$ cat src/rtl/alu_dispatch.sv
// ============================================================================
// Module   : alu_dispatch
// Purpose  : Sequences one request at a time to an attached ALU unit, waits for
//            its done pulse (with a watchdog) and returns result plus flags.
// Revision : 1.0 - initial release
// ============================================================================
`default_nettype none

module alu_dispatch #(
    parameter int NUM_UNITS = 6,
    parameter int TIMEOUT   = 16
) (
    input  logic                   clk,
    input  logic                   reset,
    input  logic                   req_valid,
    output logic                   req_ready,
    input  logic [2:0]             req_op,
    input  logic [7:0]             req_a,
    input  logic [7:0]             req_b,
    output logic [NUM_UNITS-1:0]   unit_start,
    output logic [7:0]             unit_a,
    output logic [7:0]             unit_b,
    input  logic [NUM_UNITS-1:0]   unit_done,
    input  logic [16*NUM_UNITS-1:0] unit_res,
    output logic                   rsp_valid,
    input  logic                   rsp_ready,
    output logic [15:0]            rsp_res,
    output logic                   rsp_zero,
    output logic                   rsp_neg,
    output logic                   rsp_err
);

    typedef enum logic [1:0] {
        S_IDLE  = 2'd0,
        S_ISSUE = 2'd1,
        S_WAIT  = 2'd2,
        S_RESP  = 2'd3
    } state_t;

    localparam logic [7:0] c_timer_last = 8'(TIMEOUT - 1);

    state_t                 r_state;
    logic [2:0]             r_op;
    logic [7:0]             r_a;
    logic [7:0]             r_b;
    logic [7:0]             r_timer;
    logic [NUM_UNITS-1:0]   r_start;
    logic                   r_req_ready;
    logic                   r_rsp_valid;
    logic [15:0]            r_rsp_res;
    logic                   r_rsp_zero;
    logic                   r_rsp_neg;
    logic                   r_rsp_err;

    logic [NUM_UNITS-1:0]   w_req_onehot;
    logic                   w_op_ok;
    logic                   w_sel_done;
    logic [15:0]            w_sel_res;
    logic [7:0]             w_timer_inc;

    // Request decode and selection of the in-flight unit's done/result lane;
    // lanes of every other unit never reach the capture logic.
    always_comb begin
        w_req_onehot = '0;
        w_op_ok      = 1'b0;
        w_sel_done   = 1'b0;
        w_sel_res    = '0;
        for (int i = 0; i < NUM_UNITS; i++) begin
            if (req_op == 3'(i)) begin
                w_req_onehot[i] = 1'b1;
                w_op_ok         = 1'b1;
            end
            if (r_op == 3'(i)) begin
                w_sel_done = unit_done[i];
                w_sel_res  = unit_res[16*i +: 16];
            end
        end
    end

    assign w_timer_inc = r_timer + 8'd1;

    always_ff @(posedge clk or negedge reset) begin
        if (!reset) begin
            r_state     <= S_IDLE;
            r_op        <= '0;
            r_a         <= '0;
            r_b         <= '0;
            r_timer     <= '0;
            r_start     <= '0;
            r_req_ready <= 1'b1;
            r_rsp_valid <= 1'b0;
            r_rsp_res   <= '0;
            r_rsp_zero  <= 1'b0;
            r_rsp_neg   <= 1'b0;
            r_rsp_err   <= 1'b0;
        end else begin
            case (r_state)
                S_IDLE: begin
                    if (req_valid) begin
                        r_op        <= req_op;
                        r_a         <= req_a;
                        r_b         <= req_b;
                        r_req_ready <= 1'b0;
                        if (w_op_ok) begin
                            r_start <= w_req_onehot;
                            r_state <= S_ISSUE;
                        end else begin
                            r_rsp_res   <= '0;
                            r_rsp_zero  <= 1'b0;
                            r_rsp_neg   <= 1'b0;
                            r_rsp_err   <= 1'b1;
                            r_rsp_valid <= 1'b1;
                            r_state     <= S_RESP;
                        end
                    end
                end
                S_ISSUE: begin
                    r_start <= '0;
                    r_timer <= '0;
                    r_state <= S_WAIT;
                end
                S_WAIT: begin
                    // Done is checked first so a coincident timeout still returns data.
                    if (w_sel_done) begin
                        r_rsp_res   <= w_sel_res;
                        r_rsp_zero  <= (w_sel_res == 16'd0);
                        r_rsp_neg   <= w_sel_res[15];
                        r_rsp_err   <= 1'b0;
                        r_rsp_valid <= 1'b1;
                        r_state     <= S_RESP;
                    end else begin
                        r_timer <= w_timer_inc;
                        if (w_timer_inc == c_timer_last) begin
                            r_rsp_res   <= '0;
                            r_rsp_zero  <= 1'b0;
                            r_rsp_neg   <= 1'b0;
                            r_rsp_err   <= 1'b1;
                            r_rsp_valid <= 1'b1;
                            r_state     <= S_RESP;
                        end
                    end
                end
                S_RESP: begin
                    if (rsp_ready) begin
                        r_rsp_valid <= 1'b0;
                        r_req_ready <= 1'b1;
                        r_state     <= S_IDLE;
                    end
                end
                default: begin
                    r_state <= S_IDLE;
                end
            endcase
        end
    end

    assign req_ready  = r_req_ready;
    assign unit_start = r_start;
    assign unit_a     = r_a;
    assign unit_b     = r_b;
    assign rsp_valid  = r_rsp_valid;
    assign rsp_res    = r_rsp_res;
    assign rsp_zero   = r_rsp_zero;
    assign rsp_neg    = r_rsp_neg;
    assign rsp_err    = r_rsp_err;

endmodule

`default_nettype wire

$ cat config.mk
export PLATFORM = sky130hd
export DESIGN_NAME = alu_dispatch
export DESIGN_NICKNAME = d
export VERILOG_FILES = /design/src/rtl/alu_dispatch.sv
export SDC_FILE = /design/constraint.sdc
export NUM_CORES = 1
export LEC_CHECK = 0
export ABC_AREA = 1
export ABC_CLOCK_PERIOD_IN_PS = 2300
export CAP_MARGIN = 5
export CORE_AREA = 4 4 98 100
export CTS_CLUSTER_DIAMETER = 30
export CTS_CLUSTER_SIZE = 40
export DETAILED_ROUTE_END_ITERATION = 8
export DIE_AREA = 0 0 102 104
export MAX_ROUTING_LAYER = met4
export PLACE_DENSITY_LB_ADDON = 0.05
export SYNTH_ARGS = -nofsm -noshare
export SYNTH_HDL_FRONTEND = slang
export SYNTH_SLANG_ARGS = --single-unit
$ cat constraint.sdc
create_clock -name clk -period 2.3 [get_ports clk]
set_clock_uncertainty 0.15 [all_clocks]
set_input_delay 0.23 -clock clk [delete_from_list [all_inputs] [get_ports clk]]
set_output_delay 0.23 -clock clk [all_outputs]
set_load 0.05 [all_outputs]
After elaboration in Yosys (flattened, before gate mapping)
Index checks and enable logic that the tools add are counted.
{"block": "classes", "n_addsub": 1, "eq_ne": 20, "n_mux": 57, "n_reduce_logical": 16}
{"op": "16-bit 2-to-1 mux", "count": 10}
{"op": "16-bit case mux with 2 select lines", "count": 1}
{"op": "1-bit 2-to-1 mux", "count": 30}
{"op": "16-bit zero test", "count": 1}
{"op": "8-bit case mux with 2 select lines", "count": 1}
{"op": "3-bit by 2-bit equality test with 1-bit output (second input constant)", "count": 4}
{"op": "3-bit equality test (second input constant)", "count": 4}
{"op": "6-bit 2-to-1 mux", "count": 2}
{"op": "6-bit case mux with 2 select lines", "count": 1}
{"op": "2-bit 2-to-1 mux", "count": 5}
{"op": "2-bit inequality test (second input constant)", "count": 5}
{"op": "3-bit AND reduction", "count": 3}
{"op": "8-bit by 1-bit adder with 8-bit output (second input constant)", "count": 1}
{"op": "8-bit by 4-bit equality test with 1-bit output (second input constant)", "count": 1}
{"op": "8-bit 2-to-1 mux", "count": 1}
{"op": "1-bit case mux with 2 select lines", "count": 4}
{"op": "2-bit case mux with 4 select lines", "count": 1}
{"op": "2-bit nonzero test", "count": 4}
{"op": "3-bit by 1-bit equality test with 1-bit output (second input constant)", "count": 2}
{"op": "3-bit zero test", "count": 2}
{"op": "5-bit AND reduction", "count": 1}
{"op": "2-bit equality test (second input constant)", "count": 2}
{"op": "2-bit AND reduction", "count": 2}
{"op": "4-bit AND reduction", "count": 1}
{"op": "other kinds (5)", "count": 5}
{"block": "totals", "ff_bits": 56}

Longest topological paths before layout
Gate-level depths: netlist of run 1.
{"block": "depth", "depth_word": 10, "ltp_mapped": 14}

Worst setup path before layout of run 1
No wires, ideal clock.
{"block": "synth_timing", "path_type": "register -> register", "from": "register r_state[0]", "to": "register r_rsp_res[15] (netlist: rsp_res[15])", "setup_ns": 0.066, "arrival_time_ns": 1.785, "setup_slack_ns": 0.299, "path_stages_with_launch": 10, "n_path_buf": 1, "path_cell_list": "dfrtp_1 > inv_1 > ha_1 > inv_1 > o21ai_0 > nand4_1 > inv_2 > buf_6 > nand2_1 > nand2_1"}
{"block": "synth_via", "elab_chain_len": 3, "elab_cells_between_ends": 8, "cone_classes": "4 x eq/ne; 1 x mux; 3 x reduce/logical"}
{"element": "start, declared", "line_no": "42", "source": "state_t r_state;"}
{"element": "start signal, assigned", "line_no": "84", "source": "r_state <= S_IDLE;"}
{"element": "start signal, assigned", "line_no": "106", "source": "r_state <= S_ISSUE;"}
{"element": "start signal, assigned", "line_no": "113", "source": "r_state <= S_RESP;"}
{"element": "2-bit equality test or 2-bit zero test (tied branches)", "line_no": "97", "source": "case (r_state)"}
{"element": "3-bit inequality test (no line), or another cell as far along"}
{"element": "4-bit AND reduction (no line)"}
{"element": "end signal, assigned", "line_no": "125", "source": "r_rsp_res <= w_sel_res;"}
{"element": "end, declared", "line_no": "50", "source": "logic [15:0] r_rsp_res;"}
Several ways; a longest one is shown, not always the timed one.
A chain may end at the register's enable or synchronous reset.

Worst setup path in the final report of run 1
{"block": "layout_timing", "from": "register r_state[0]", "to": "register r_op[1]"}
{"block": "layout_via", "elab_chain_len": 2}
{"element": "2-bit zero test", "line_no": "97"}
{"element": "2-bit AND reduction (no line)"}
{"element": "end signal, assigned", "line_no": "100", "source": "r_op <= req_op;"}
{"element": "end, declared", "line_no": "43", "source": "logic [2:0] r_op;"}
Every way passes these cells.

==> results of run 1 <==
layer usage:
layer / vias to the layer above / global-route usage [%]
met5: - / -
met4: 0 / 3.75
met3: 8 / 4.69
met2: 146 / 38.7
met1: 1781 / 27.8
li1: 1999 / -
logic make-up after synthesis:
logic type / Yosys count / share of synthesized area (%)
DFF: 55 / 39.6
buffers and inverters: 71 / 8.46
adders and majority gates: 7 / 2.52
AOI/OAI and AO/OA: 32 / 5.22
and+or+nand+nor: 359 / 44.2
worst min path at each step:
stage	to	depth (start not counted)	from
final	unit_a[4]$_DFFE_PN0P_	3	req_a[4]
after global placement	r_state[1]$_DFFE_PN0P_	1	reset
after floorplan	r_op[0]$_DFFE_PN0P_	0	reset
after global routing	unit_b[0]$_DFFE_PN0P_	3	req_b[0]
after detailed placement	r_state[0]$_DFFE_PN0P_	1	reset
after CTS	unit_a[4]$_DFFE_PN0P_	3	req_a[4]
cells in the final DEF (no fill, tap or decap):
cell,instances
clkinv_2,1
o21ai_0,14
clkdlybuf4s50_1,166
clkbuf_8,5
nand4_2,1
nand2_2,3
o21ai_2,1
nand2_1,220
a21oi_1,7
buf_2,1
o22ai_2,1
nor2_2,3
o211ai_1,1
dfrtp_1,54
o22ai_1,6
inv_1,49
nor2_1,65
clkinv_1,1
nor2_4,1
clkinv_4,1
dlygate4sd3_1,1
nand3b_1,2
o21bai_1,1
buf_12,1
nor3_4,1
a21oi_2,1
ha_1,7
dfstp_2,1
inv_2,5
buf_4,14
nand3_1,29
diode_2,1
nor3_1,4
nand3_4,2
nand4_1,28
power by group:
| part | switching [mW] | internal [mW] |
|---|---|---|
| registers | 0.258 | 1.35 |
| clock network | 0.313 | 0.209 |
| logic | 2.92 | 1.49 |
| total | 3.50 | 3.05 |
sequential cells by signal, summed over array words and instances (netlist names):
| register | flops |
|---|---|
| r_op | 3 |
| r_state | 2 |
| r_timer | 8 |
| req_ready | 1 |
| rsp_err | 1 |
| rsp_res | 16 |
| rsp_valid | 1 |
| rsp_zero | 1 |
| unit_a | 8 |
| unit_b | 8 |
| unit_start | 6 |
critical path, cell delays in order (launching register included):
cell	delay, ns
dfrtp_1	0.40
inv_1	0.10
ha_1	0.29
nand2_1	0.21
clkinv_1	0.46
o21ai_0	0.39
through the flow:
stage | setup WS (ns) | hold WS, ns | util (%)
after floorplan | 0.299 | -0.216 | -
after global placement | 0.146 | 0.124 | 61.2
after detailed placement | 0.0896 | 0.134 | 61.2
after CTS | 0.158 | 0.285 | 62.3
after global routing | 0.0182 | 0.286 | 62.4
final | 0.204 | 0.296 | 62.4
final cells by class:
cell class                      count  area share [%]
Inverter                           55            3.81
Timing Repair Buffer              183            33.2
Multi-Input combinational cell    398            33.5
Antenna cell                        1          0.0462
Sequential cell                    55            25.4
Clock inverter                      2           0.254
Tap cell                          108            2.49
Clock buffer                        5            1.27
timing repair:
item                                    CTS  global route
hold endpoints to repair                 24             0
endpoints found under the setup margin    0             7
gates resized for setup                   0             2
hold buffers                              1             0
==> summary.txt, run 1 <==
Route
  – Via Count: 3934
  – Drt pass-1 iters: 4
  – DRC viols: 0
  – Routed vias/inst: 4.87
  – DRT iter0 DRCs: 196
  – Top Metal Used: met4
  – DRT Wirelength: approximately 12000 um
  – DR WL/cell: 15.1 um
  – Met3 wire len: 1200 um
  – Antenna-violating nets left: 0
  – M1 WL: 5000 um
  – Met2 WL: 5900 um

Worst setup path
  – FF-to-FF Start: r_state[0]$_DFFE_PN0P_
  – Reg2reg setup slack: 0.20 ns
  – Critical path origin: r_state[0]$_DFFE_PN0P_
  – Reg2reg end: r_op[1]$_DFFE_PN0P_
  – Arrival @ worst endpoint: 2.15 ns
  – Critical path peak fanout: 18
  – WS Path Type: reg2reg
  – Crit path required time: approximately 2.4 ns
  – Startpoint types: flop
  – Critical path endpoint: r_op[1]$_DFFE_PN0P_
  – R2R depth: 5
  – Endpoint class of the critical path: flop

Global routing
  – Initial antenna violation count: 1
  – Vias in the first global route: 3861
  – GRT Residual Overflow: 0
  – Global-route wire length before repair: 18700 um
  – Largest net degree at the start of global routing: 31
  – All-Layer GR Usage: roughly 23%

Finish
  – Final instance area: around 5400 um2
  – Share of post-route cells with drive strength above 1: 6.16%
  – Non-Filler Instances: 807
  – Area grow syn2layout: 55.9%
  – Reg area: 1380 um2
  – Area of the multi-input gates: 1810 um2
  – Filler instances: 848
  – # nets final: 830

Flow run
  – Max Cap Viol: 0

Pwr
  – Leak Pwr: roughly 2.6 nW
  – Maximum VDD drop: 0.000782 V
  – Total power: 6.54 mW
  – P per Cell Area: 1210 nW/um2

Placed design
  – I/O Buffers: ~170
  – GP Congestion: roughly 0.92
  – Dpl cell area: roughly 5300 um2
  – Final HPWL DP: 9870 um
  – Placed Instances: 798

Yosys
  – Syn Nets: 656
  – Synthesized cell area: 3480 um2
  – Synth top cells by count: nand2_1, nor2_1, dfrtp_1
  – Syn Area/Cell: ~6.6 um2
  – Sequential area share after synthesis: 39.6%
  – Yosys top cell area share: approximately two fifths
  – Most used DFF post-synth: dfrtp_1
  – Synth top area cells: dfrtp_1, nand2_1, nor2_1
  – Most common cell in the synthesized netlist: nand2_1
  – #FFs+latches synth: 55
  – Mapped Cells: about 520
  – EDFF count, synth: 0
  – Yosys cell types: 29
  – Synth Warn #: 0
  – Async SR Flop Fraction: 100%
  – Synth area leader: dfrtp_1

Clock network
  – Clock Latency Late Sink: 0.30 ns
  – Setup bufs post-CTS: 0
  – CTS tree: yes
  – Clock transition at path regs: approximately 0.1 ns
  – Clock buffer depth: 2
  – Root Driver: clkbuf_8
  – Sink Count: 55
  – CTS H-tree depth: 2
  – CTS Buf Count: 5

Timing
  – Final slew viol count: 0
  – Final worst path period need: between 2 and 2.5 ns
  – Achievable Freq: roughly 480 MHz
  – Final setup TNS: 0 ns
  – Slew headroom: 58.9%
  – Slew @ Worst Pin: 0.616 ns
  – Final period utilization: 91.1%
  – RSZ-0062 raised after global routing: no
  – Hold Fails Final Rpt: 0
  – Final setup fails: 0

Floorplan
  – Core box area: 8680 um2
  – Initial core utilization: 40.1%
  – Die width: slightly above 100 um
  – IO Pins: between 150 and 200
  – Die area: 10600 um2
  – Chip height: around 100 um
  – Site row count: 34

Run status
  – Status: finished, final reports clean

Hold path
  – Worst Hold Class: in2reg
Note: power is estimated with default switching activity, not from simulation.
==> run 2, diff against run 1 <==
CORE_AREA = 4 4 96 98   (was 4 4 98 100)
CTS_BUF_LIST = sky130_fd_sc_hd__clkbuf_4 sky130_fd_sc_hd__clkbuf_8   (was unset)
DIE_AREA = 0 0 100 102   (was 0 0 102 104)
==> run 2 against run 1 <==
  * Sequential power up 2%
  * Worst setup slack improved by 0.0083 ns
  * Register-to-register slack barely moved
  * Combinational power shrank 1%
==> summary.txt, run 2 (same netlist as run 1, synthesis figures left out) <==
Pwr
  – Switch Pwr: ~3.5 mW
  – Maximum VDD drop: 0.00103 V
  – Gate power share: 66.3%
  – Leak Pwr: 2.55 nW
  – Cell-internal power: 3.05 mW
  – Switching part of the total: 53.6%
  – Part of the power in the clock network: between 8 and 9%
  – Seq pwr share: 25.2%
  – P per Cell Area: 1210 nW/um2
  – Total power: 6.56 mW

Clock network
  – CTS Buf Count: 5
  – Clock transition at path regs: about 0.10 ns
  – Sink Count: 55
  – Setup bufs post-CTS: 0
  – Clock buffer depth: 2
  – CTS tree: yes
  – Root Driver: clkbuf_8
  – CTS H-tree depth: 2
  – Clock Latency Late Sink: about 0.31 ns

Finish
  – Most common cell after layout, fill and taps aside: nand2_1
  – Final instance area: 5410 um2
  – Area grow syn2layout: 55.5%
  – Share of post-route cells with drive strength above 1: 6.03%
  – Most frequent cells in the layout: nand2_1, clkdlybuf4s50_1, nor2_1, dfrtp_1, inv_1
  – Largest register FFs: 16
  – # nets final: 828
  – Fin util: 63.9%
  – Diode count: 0
  – Filler instances: about 770

Worst setup path
  – Worst path max stage delay: 0.54 ns
  – Reg2reg end: rsp_zero$_DFFE_PN0P_
  – WS Path Type: reg2reg
  – Critical path origin: r_op[2]$_DFFE_PN0P_
  – Arrival @ worst endpoint: 2.19 ns
  – Reg2reg setup slack: between 0.2 and 0.25 ns
  – Startpoint types: flop
  – R2R depth: 11
  – Critical path peak fanout: 19
  – Cells along the critical path: inv_1 > buf_4 > nand3_1 > nand2_1 > nor2_1 > nand4_1 > nor2_1 > nand2_1 > nor2_1 > nand3_1 > nand2_1
  – Slowest stage cell, crit path: dfrtp_1
  – FF-to-FF Start: r_op[2]$_DFFE_PN0P_
  – Crit path required time: roughly 2.4 ns
  – Endpoint class of the critical path: flop

Timing
  – Final worst path period need: 2.09 ns
  – Final slew viol count: 0
  – Hold Fails Final Rpt: 0
  – Slew @ Worst Pin: 0.842 ns
  – RSZ-0062 raised after global routing: no
  – Achievable Freq: 479 MHz
  – Final period utilization: 90.8%
  – Final setup fails: 0
  – Final worst slack: 0.212 ns
  – Slew headroom: 43.9%
  – Final setup TNS: 0 ns

Floorplan
  – Chip height: 102 um
  – IO Pins: 168
  – Core box area: 8470 um2
  – Die width: 100 um
  – Site row count: 34
  – Initial core utilization: 41.1%
  – Die area: 10200 um2

Hold path
  – Worst Hold Class: in2async

Placed design
  – I/O Buffers: 167
  – Final HPWL DP: 9910 um
  – Pre-CTS setup slack: 0.0595 ns
  – GP Congestion: between 0.8 and 0.9
  – Dpl cell area: 5300 um2

Route
  – DRC viols: 0
  – DR WL/cell: ~15 um
  – DRT iter0 DRCs: 148
  – Routed vias/inst: 4.97
  – Antenna-violating nets left: 0
  – Drt pass-1 iters: 5
  – Via Count: 3997
  – DRT Wirelength: roughly 12000 um

Flow run
  – Max Cap Viol: 0

Run status
  – Status: finished, final reports clean

Global routing
  – Largest net degree at the start of global routing: 33
  – Met3 GRT Util: between 4 and 5%
  – Routing usage on met2: 39.7%
  – Global Route met1 Usage: roughly a third
  – Vias in the first global route: 3768
  – Initial antenna violation count: 0
  – GRT Residual Overflow: 0
  – All-Layer GR Usage: 24.6%
  – Global-route wire length before repair: 19300 um
  – Layer with the highest usage: met2
==> run 2: per-layer routing <==
layer  part of all wire, %  wire length [um]
met5                     0                 0
met4                   1.3               155
met3                   7.6               932
met2                    47              5730
met1                    44              5460
==> run 2: cell type report <==
cell class	count	area [um2]	share of cell area [%]
repair buffers	181	1790	33.0
inverters	55	206	3.82
flip-flops and latches	55	1380	25.5
clock buffers	6	76.3	1.41
clock inverters	2	16.3	0.301
multi-input cells	398	1810	33.4
well taps	108	135	2.50
==> run 2: worst max-delay path by stage <==
| stage | endpoint | slack, ns | cells after the start |
|---|---|---|---|
| 2_1_floorplan | rsp_res[15]$_DFFE_PN0P_ | 0.30 | 9 |
| 5_1_grt | rsp_res[5]$_DFFE_PN0P_ | 0.007 | 12 |
| 3_5_place_dp | unit_start[3]$_DFFE_PN0P_ | 0.06 | 7 |
| 3_3_place_gp | rsp_zero$_DFFE_PN0P_ | 0.18 | 9 |
| 4_1_cts | rsp_res[15]$_DFFE_PN0P_ | 0.16 | 12 |
| 6_report | rsp_zero$_DFFE_PN0P_ | 0.21 | 11 |
==> run 2: metrics by stage <==
stage          std cells  hold slack (ns)
2_1_floorplan        524           -0.216
3_3_place_gp         796            0.102
3_5_place_dp         796            0.107
4_1_cts              805            0.279
5_1_grt              805            0.277
6_report             805            0.289
==> run 2: worst max-delay path, delay by kind of cell, from the launching register on <==
kind                   cells  cell delay [ns]
buffers and inverters      2             0.46
AND/OR/NAND/NOR            9             0.88
flip-flops                 1             0.54
==> run 2: repair_timing <==
item / 4_1_cts / 5_1_grt
hold buffers: 1 / 0
resized for setup: 0 / 2
endpoints found under the setup margin: 0 / 17
hold endpoints to repair: 22 / 0
==> run 2: power groups by stage <==
stage / clock [mW] / sequential (mW) / combinational (mW)
after CTS: 0.573 / 1.65 / 4.39
after detailed placement: 0 / 1.66 / 4.38
after global routing: 0.610 / 1.71 / 4.75
after floorplan: 0 / 2.67 / 1.81
after global placement: 0 / 1.66 / 4.31
final: 0.555 / 1.65 / 4.35
==> run 3, diff against run 2 <==
--- a/config.mk
+++ b/config.mk
@@ -8,3 +8,3 @@
 export ABC_AREA = 1
-export ABC_CLOCK_PERIOD_IN_PS = 2300
+export ABC_CLOCK_PERIOD_IN_PS = 2400
 export CAP_MARGIN = 5
@@ -13,3 +13,2 @@
 export CTS_CLUSTER_DIAMETER = 30
-export CTS_CLUSTER_SIZE = 40
 export DETAILED_ROUTE_END_ITERATION = 8
==> constraint.sdc (replaced) <==
create_clock -name clk -period 2.4 [get_ports clk]
set_clock_uncertainty 0.15 [all_clocks]
set_input_delay 0.6 -clock clk [delete_from_list [all_inputs] [get_ports clk]]
set_output_delay 0.6 -clock clk [all_outputs]
set_load 0.05 [all_outputs]
==> run 3 against run 2 <==
  * Sequential power decreased by 4%
  * Routed wire length increased by 2.6%
  * Global-route usage increased by 0.62 points
  * Total power decreased by 3.5%
  * Clock-buffer cell count unchanged
  * Utilization increased by 0.69 points
  * Flip-flop and latch count unchanged
  * Die area unchanged
  * Clock power decreased by 4.7%
  * Sequential share of layout area decreased by 0.30 points
  * Worst setup slack got worse by 0.13 ns
  * Highest routed layer unchanged
==> summary.txt, run 3 (same netlist as run 1, synthesis figures left out) <==
Worst setup path
  – R2R depth: 11
  – Top delay family on crit path: buffers and inverters
  – Critical path peak fanout: 3
  – Startpoint types: flop
  – WS Path Type: reg2out
  – Crit path required time: 1.65 ns
  – FF-to-FF Start: r_op[2]$_DFFE_PN0P_
  – Endpoint class of the critical path: primary output
  – Worst path max stage delay: 0.83 ns
  – Slowest stage cell, crit path: clkdlybuf4s50_1
  – Worst path bufs/invs: 1
  – Cells along the critical path: clkdlybuf4s50_1
  – Reg2reg setup slack: approximately 0.26 ns
  – Arrival @ worst endpoint: between 1.5 and 2 ns
  – Reg2reg end: rsp_zero$_DFFE_PN0P_

Timing
  – RSZ-0062 raised after global routing: no
  – Final worst path period need: ~2.3 ns
  – Final setup fails: 0
  – Final period utilization: 96.6%
  – Achievable Freq: around 430 MHz
  – Slew @ Worst Pin: 0.781 ns
  – Slew headroom: 47.9%
  – Hold Fails Final Rpt: 0
  – Final worst slack: 0.0812 ns
  – Final slew viol count: 0

Route
  – DR WL/cell: 15.5 um
  – DRC viols: 0
  – Routed vias/inst: 4.98
  – Drt pass-1 iters: 4
  – DRT iter0 DRCs: 185
  – Antenna-violating nets left: 0
  – Via Count: 4051
  – DRT Wirelength: roughly 13000 um

Finish
  – Diode count: 0
  – Final instance area: about 5500 um2
  – Non-Filler Instances: approximately 810
  – Most common cell after layout, fill and taps aside: nand2_1
  – Share of post-route cells with drive strength above 1: 7.65%
  – # nets final: 837
  – Area grow syn2layout: 57.2%
  – Most frequent cells in the layout: nand2_1, clkdlybuf4s50_1, nor2_1, dfrtp_1, inv_1
  – Largest register FFs: 16
  – Filler instances: ~780

Pwr
  – Seq pwr share: 25.0%
  – Leak Pwr: roughly 2.6 nW
  – P per Cell Area: 1160 nW/um2
  – Switching part of the total: 53.7%
  – Gate power share: about two thirds
  – Cell-internal power: 2.93 mW
  – Part of the power in the clock network: 8.4%
  – Switch Pwr: approximately 3.4 mW
  – Maximum VDD drop: 0.000865 V

Placed design
  – I/O Buffers: 167
  – Final HPWL DP: 10000 um
  – Placed Instances: 806
  – GP Congestion: between 0.8 and 0.9
  – Pre-CTS setup slack: -0.152 ns
  – Dpl cell area: ~5400 um2

Floorplan
  – Die width: 100 um
  – Core box area: 8470 um2
  – Chip height: 102 um
  – Initial core utilization: 41.1%
  – Die area: 10200 um2
  – IO Pins: around 170
  – Site row count: 34

Global routing
  – Largest net degree at the start of global routing: 30
  – GRT Residual Overflow: 0
  – Vias in the first global route: 3899
  – Global-route wire length before repair: 20000 um
  – Initial antenna violation count: 0
  – All-Layer GR Usage: 25.2%

Clock network
  – CTS tree: yes
  – Sink Count: 55
  – Clock buffer depth: 2
  – CTS H-tree depth: 2
  – Clock Latency Late Sink: 0.30 ns
  – Hold Buf Count CTS: 0
  – Root Driver: clkbuf_8
  – CTS Buf Count: 5
  – Clock transition at path regs: roughly 0.10 ns

Flow run
  – Max Cap Viol: 0

Hold path
  – Worst Hold Class: in2async

Run status
  – Status: finished, final reports clean
-- run 3: worst max path at each step --
stage / endpoint / startpoint / slack, ns / cells after the start
floorplan: rsp_res[15]$_DFFE_PN0P_ / r_state[0]$_DFFE_PN0P_ / 0.40 / 9
detailed placement: rsp_zero$_DFFE_PN0P_ / req_op[1] / -0.15 / 9
global placement: rsp_res[0]$_DFFE_PN0P_ / req_op[1] / -0.07 / 9
global route: unit_start[0]$_DFFE_PN0P_ / req_op[0] / 0.02 / 7
CTS: rsp_neg / rsp_res[15]$_DFFE_PN0P_ / 0.07 / 1
finish: rsp_neg / rsp_res[15]$_DFFE_PN0P_ / 0.08 / 1
-- run 3: layout make-up --
type                    instances  area [um2]  share of cell area, %
repair buffers                190        1840                   33.7
clock buffers                   6        76.3                   1.40
multi-input cells             398        1810                   33.1
flip-flops and latches         55        1380                   25.2
well taps                     108         135                   2.47
clock inverters                 2        16.3                  0.298
inverters                      55         206                   3.78
-- run 3: power by group through the flow --
stage                     clock, mW  combinational, mW  sequential, mW
after floorplan                   0               1.73            2.56
after global placement            0               4.14            1.59
after detailed placement          0               4.22            1.59
after CTS                     0.547               4.23            1.58
after global routing          0.587               4.60            1.63
final                         0.529               4.22            1.58
-- run 3: per-layer routing --
layer | routed length (um) | GRT usage [%] | share of wire (%) | vias up
li1 | - | - | - | 2013
met1 | 5450 | 33.1 | 43 | 1836
met5 | 0 | - | 0 | -
met4 | 204 | 6.94 | 1.6 | 0
met3 | 1080 | 3.55 | 8.5 | 16
met2 | 5870 | 41.0 | 47 | 186
-- run 3: through the flow --
step | TNS, ns | hold slack (ns) | total power [mW] | util, %
2_1_floorplan | 0 | 0.154 | 4.29 | -
3_3_place_gp | -1.26 | 0.313 | 5.73 | 63.4
3_5_place_dp | -2.86 | 0.314 | 5.81 | 63.4
4_1_cts | 0 | 0.0311 | 6.36 | 64.5
5_1_grt | 0 | 0.0419 | 6.82 | 64.6
6_report | 0 | 0.0350 | 6.33 | 64.6
-- run 3: timing repair --
action | CTS | global route
setup buffers | 0 | 0
resized for setup | 0 | 1
endpoints found under the setup margin | 0 | 18
